==> config.mk <==
export PLATFORM = sky130hd
export DESIGN_NAME = aoi_exp_3
export DESIGN_NICKNAME = d
export VERILOG_FILES = /design/src/rtl/aoi_exp_3.sv
export SDC_FILE = /design/constraint.sdc
export NUM_CORES = 1
export LEC_CHECK = 0
export ABC_AREA = 1
export CORE_AREA = 5 5 42 44
export CTS_BUF_LIST = sky130_fd_sc_hd__clkbuf_8
export CTS_CLUSTER_DIAMETER = 80
export DETAILED_ROUTE_END_ITERATION = 7
export DIE_AREA = 0 0 47 49
export GPL_TIMING_DRIVEN = 0
export PLACE_DENSITY_LB_ADDON = 0.08
export SLEW_MARGIN = 40
export SYNTH_ARGS = -nofsm -noshare
export SYNTH_HDL_FRONTEND = slang
export SYNTH_SLANG_ARGS = --single-unit
==> constraint.sdc <==
create_clock -name CLK -period 0.8 [get_ports CLK]
set_input_delay 0.12 -clock CLK [delete_from_list [all_inputs] [get_ports CLK]]
set_output_delay 0.12 -clock CLK [all_outputs]
set_load 0.01 [all_outputs]
==> src/rtl/aoi_exp_3.sv <==
// Registered five-group AND-OR-INVERT expander cell with chaining outputs.
// Define AOI_EXP_3_XIN_EN to let the XIN expander input join the OR sum.
module aoi_exp_3 #(
    parameter logic RESET_Y = 1'b1
) (
    input  logic       CLK,
    input  logic       RST,
    input  logic       EN,
    input  logic       A,
    input  logic       B,
    input  logic       C,
    input  logic       D,
    input  logic       E,
    input  logic       F,
    input  logic       G,
    input  logic       H,
    input  logic       I,
    input  logic       J,
    input  logic       XIN,
    output logic [4:0] T,
    output logic       XOUT,
    output logic       YC,
    output logic       Y
);

    logic xin_g;
    logic y_d, y_q;

`ifdef AOI_EXP_3_XIN_EN
    assign xin_g = XIN;
`else
    // Port kept for pin compatibility; the expander path is tied off.
    logic unused_xin;
    assign unused_xin = XIN;
    assign xin_g      = 1'b0;
`endif

    always_comb begin
        T[0] = A & B;
        T[1] = C & D;
        T[2] = E & F;
        T[3] = G & H;
        T[4] = I & J;
        XOUT = (|T) | xin_g;
        YC   = ~XOUT;
    end

    always_comb begin
        y_d = y_q;
        if (RST) begin
            y_d = RESET_Y;
        end else if (EN) begin
            y_d = YC;
        end
    end

    always_ff @(posedge CLK) begin
        y_q <= y_d;
    end

    assign Y = y_q;

endmodule

==> impl_metrics.yaml, run 1 <==
yosys:
  synth_seq_area_share_pct: 20.0
  syn_nets: 35
  synthXorXnorAreaFrac_pct: 0
  synthSimpleGateAreaFrac_pct: 45.0
  ys_types: 6
  synth_area_um2: 100
  synth_top_family_by_area: "simple AND/OR/NAND/NOR gates"
  synthCells: 21
  synthMuxAreaShare_pct: 0
  yosys.area_share.adder_pct: 0
  syn_area_per_cell_um2: 4.77
  yosysWarningCount: 0
  synth_compound_area_share_pct: 5.00
  synth_seq_cells: 1
critical_path:
  crit_chain: "buf_2 -> nand2_2 -> inv_2 -> buf_4 -> clkdlybuf4s15_1"
  crit_path_end_kind: "output pin"
  critPathMaxFanout: 2
  critPathTopFamily: "buffers and inverters"
  worstSetupStartpointType: "input port"
  cpPeakStageDelay_ps: 220
  cp_data_required_time_ps: 680
  worst-setup-path-type: "input port to output pin"
  critPathBufInv: 4
  crit_arrival_ps: 660
  critPathSlowestCell: "clkdlybuf4s15_1"
finish:
  drive_gt1_share_pct: 52.4
  nets: 58
  final_cells: 58
  final_cell_mix: "buf_2, dlygate4sd2_1, buf_6"
  largest_reg_flops: 1
  area_growth_pct: 230
  num_antenna_cells: 0
timing:
  setup-violations-final: 0
  skew_ps: 0
  fin_crit_ps: 776
  hold_violations: 0
  whs_ps: 425
  period_share_pct: 96.9
  fmax_mhz: 1290
  rsz0062_at_grt: "yes"
  slew_headroom_pct: 91.4
  drv_slew: 0
  worst_slew_pin_slew_ps: 130
floorplan:
  die_h_um: 49
  die-area_um2: 2300
  core_area_um2: 1400
  initial_core_util_pct: 7.14
  row_count: 14
  io_pins: 22
  die_x_um: 47
global_route:
  grt_pass1_vias: 212
  grt_max_degree: 3
  overflow: 0
  grt_usage_pct: 4.42
  grt_pass1_wl_um: 800
  antenna_found_initial: 0
placement:
  io_buffers: 20
  dp_hpwl_um: 436
  dp_cells: 57
  gp_congestion: 0.626
clocking:
  cts_hold_buf: 0
  clk_latency_ps: 0
  path_clk_slew_ps: 0
route:
  num_vias: 188
  postRouteAntennaNets: 0
  wl_per_cell_um: 8.81
  drt_iter0_markers: 0
  drc_errors: 0
  via_per_inst: 3.24
  wl_um: 511
  first_pass_iters: 1
status:
  run_status: "complete, no violations"
pwr:
  ir_drop_mv: 0.150
  p_leak_uw: 0.000213
  power_density_nw_per_um2: 658
worst_hold_path:
  hp-class: "input port to register"
run:
  cap_violations: 0
==> worst min-delay path, cell delays in order <==
cell and delay [ps]:
dlygate4sd2_1 190, a21oi_1 40, nand2_1 40
==> per-stage QoR <==
step                      cell area (µm²)  util, %  power, µW  TNS [ps]  worst slack, ps
after global routing                  330     23.6        233     -15.5            -15.5
after detailed placement              320     22.9        217     -4550             -781
after floorplan                       100        -        102         0              115
final                                 330     23.6        217         0             24.5
after CTS                             320     22.9        216     -5.01            -5.01
after global placement                320     22.9        216     -4500             -770
==> synth_stat cells (all sizes together) <==
cell type	instances	share of area, %
a21oi	1	5.0
dfxtp	1	20
inv	8	30
nand2	9	34
nand3	1	5.0
nor2	1	6.3
==> power by group <==
part	switching (µW)	internal, µW
Combinational	70.8	89.8
Clock	0	0
Sequential	1.56	55.2
Total	72.4	145
==> routing by layer <==
metal  vias to the layer above  part of all wire (%)  global-route usage, %
met2                         8                    64                   9.73
met1                        81                    29                   3.91
met5                         -                     0                      0
met3                         0                   7.2                  0.738
li1                         99                     -                      -
met4                         0                     0                      0
==> worst paths after layout <==
check / slack [ps] / endpoint / cells after the start / start
worst max-delay path: 20 / T[0] / 5 / B
worst min-delay path: 430 / Y / 3 / RST
worst max register to register: 230 / Y / 2 / Y
worst min register to register: 430 / Y / 2 / Y
==> final cells by class <==
type	instances	area (µm²)
fill	171	1070
timing repair buffer	21	178
multi-input combinational	12	82.6
inverter	8	30.0
sequential	1	20.0
tap	16	20.0
==> kinds of logic (layout without fill, tap and decap cells) <==
logic type	count (synthesis)	after routing
and+or+nand+nor	11	11
buffers and inverters	8	29
AOI/OAI and AO/OA	1	1
DFF	1	1
==> repair_timing <==
action,CTS,global route
endpoints found under the setup margin,9,2
buffers inserted,0,1
gates resized for setup,65,1
pin swaps,11,6
Note: power is estimated with default switching activity, not from simulation.
==> run 2, diff against run 1 <==
--- a/config.mk
+++ b/config.mk
@@ -6,12 +6,14 @@
 export NUM_CORES = 1
 export LEC_CHECK = 0
 export ABC_AREA = 1
+export CAP_MARGIN = 20
 export CORE_AREA = 5 5 42 44
 export CTS_BUF_LIST = sky130_fd_sc_hd__clkbuf_8
 export CTS_CLUSTER_DIAMETER = 80
 export DETAILED_ROUTE_END_ITERATION = 7
 export DIE_AREA = 0 0 47 49
 export GPL_TIMING_DRIVEN = 0
+export MAX_ROUTING_LAYER = met4
 export PLACE_DENSITY_LB_ADDON = 0.08
 export SLEW_MARGIN = 40
 export SYNTH_ARGS = -nofsm -noshare
==> impl_metrics.yaml, run 2 (synthesis gave the netlist of run 1 again) <==
finish:
  area_growth_pct: 230
  nets: 58
  final_cells: 58
  fin_area_um2: 330
  fillCellCount: 171
  num_antenna_cells: 0
  largest_reg_flops: 1
  drive_gt1_share_pct: 52.4
  final_cell_mix: "buf_2, dlygate4sd2_1, buf_6"
clocking:
  path_clk_slew_ps: 0
  clk_latency_ps: 0
  cts_hold_buf: 0
run:
  cap_violations: 0
critical_path:
  critPathMaxFanout: 2
  cp_data_required_time_ps: 680
  crit_arrival_ps: 660
  critPathSlowestCell: "clkdlybuf4s15_1"
  worst-setup-path-type: "input port to output pin"
  cpPeakStageDelay_ps: 220
  worstSetupStartpointType: "input port"
  reg2reg_from: "Y"
  crit_path_end_kind: "output pin"
  crit_start: "B"
  crit_chain: "buf_2 -> nand2_2 -> inv_2 -> buf_4 -> clkdlybuf4s15_1"
global_route:
  grt_usage_pct: 4.53
  grt_pass1_wl_um: 800
  grt_pass1_vias: 212
  overflow: 0
  grt_max_degree: 3
  antenna_found_initial: 0
worst_hold_path:
  hp-class: "input port to register"
  hp-start: "RST"
route:
  first_pass_iters: 1
  wl_um: 510
  postRouteAntennaNets: 0
  wl_per_cell_um: 8.79
  drc_errors: 0
  num_vias: 188
  via_per_inst: 3.24
  drt_iter0_markers: 0
floorplan:
  die-area_um2: 2300
  initial_core_util_pct: 7.14
  die_h_um: 49
  core_area_um2: 1400
  row_count: 14
  die_x_um: 47
  io_pins: 22
timing:
  worst_slew_pin_slew_ps: 130
  skew_ps: 0
  hold_violations: 0
  rsz0062_at_grt: "yes"
  setup-violations-final: 0
  drv_slew: 0
  period_share_pct: 96.9
  fin_crit_ps: 776
  fmax_mhz: 1290
  slew_headroom_pct: 91.4
pwr:
  total_power_uw: 217
  ir_drop_mv: 0.150
  power_density_nw_per_um2: 658
  p_leak_uw: 0.000213
placement:
  dp_hpwl_um: 436
  dp_cells: 57
  gp_congestion: 0.630
  io_buffers: 20
  placed_area_um2: 320
status:
  run_status: "complete, no violations"
[run 2: worst paths after layout]
kind                             end  slack, ps  depth (start not counted)
worst max-delay path            T[0]         20                          5
worst min register to register     Y        430                          2
worst min-delay path               Y        430                          3
worst max register to register     Y        230                          2
[run 2: final cells by class]
class                      count  area (µm²)  share of cell area, %
inverter                       8        30.0                   9.09
multi-input combinational     12        82.6                   25.0
sequential                     1        20.0                   6.06
tap                           16        20.0                   6.06
timing repair buffer          21         178                   53.8
[run 2: metal layers]
layer	routed length (µm)	share of wire, %	vias to the layer above	GRT usage (%)
li1	-	-	99	-
met1	163	32	81	4.35
met2	325	64	8	9.73
met3	20	3.9	0	0
met4	0	0	0	0
met5	0	0	-	-
[run 2: timing repair]
action	in CTS	in global routing
setup buffers	0	1
pin swaps	11	6
resized for setup	65	1
endpoints found under the setup margin	9	2
[run 2: metrics by stage]
step                      utilization, %  hold slack [ps]  setup TNS [ps]  setup WS [ps]
after global placement              22.9              445           -4500           -770
after floorplan                        -              216               0            115
after CTS                           22.9              434           -5.01          -5.01
final                               23.6              425               0           24.5
after detailed placement            22.9              455           -4550           -781
after global routing                23.6              448           -15.0          -15.0
[run 2: worst max-delay path: cells and delay by family]
kind	cells	cell delay, ps
simple gates	1	60
buf+inv	4	480
[run 2: power breakdown]
group          internal (µW)  total (µW)  leakage [µW]  switching [µW]
clock                      0           0             0               0
sequential              55.2        56.7    0.00000838            1.56
combinational           89.8         161      0.000205            70.8
==> run 3, diff against run 2 <==
--- a/config.mk
+++ b/config.mk
@@ -6,7 +6,6 @@
 export NUM_CORES = 1
 export LEC_CHECK = 0
 export ABC_AREA = 1
-export CAP_MARGIN = 20
 export CORE_AREA = 5 5 42 44
 export CTS_BUF_LIST = sky130_fd_sc_hd__clkbuf_8
 export CTS_CLUSTER_DIAMETER = 80
==> results of run 3 <==
The final DEF is identical to that of run 2; final timing and power are the same.
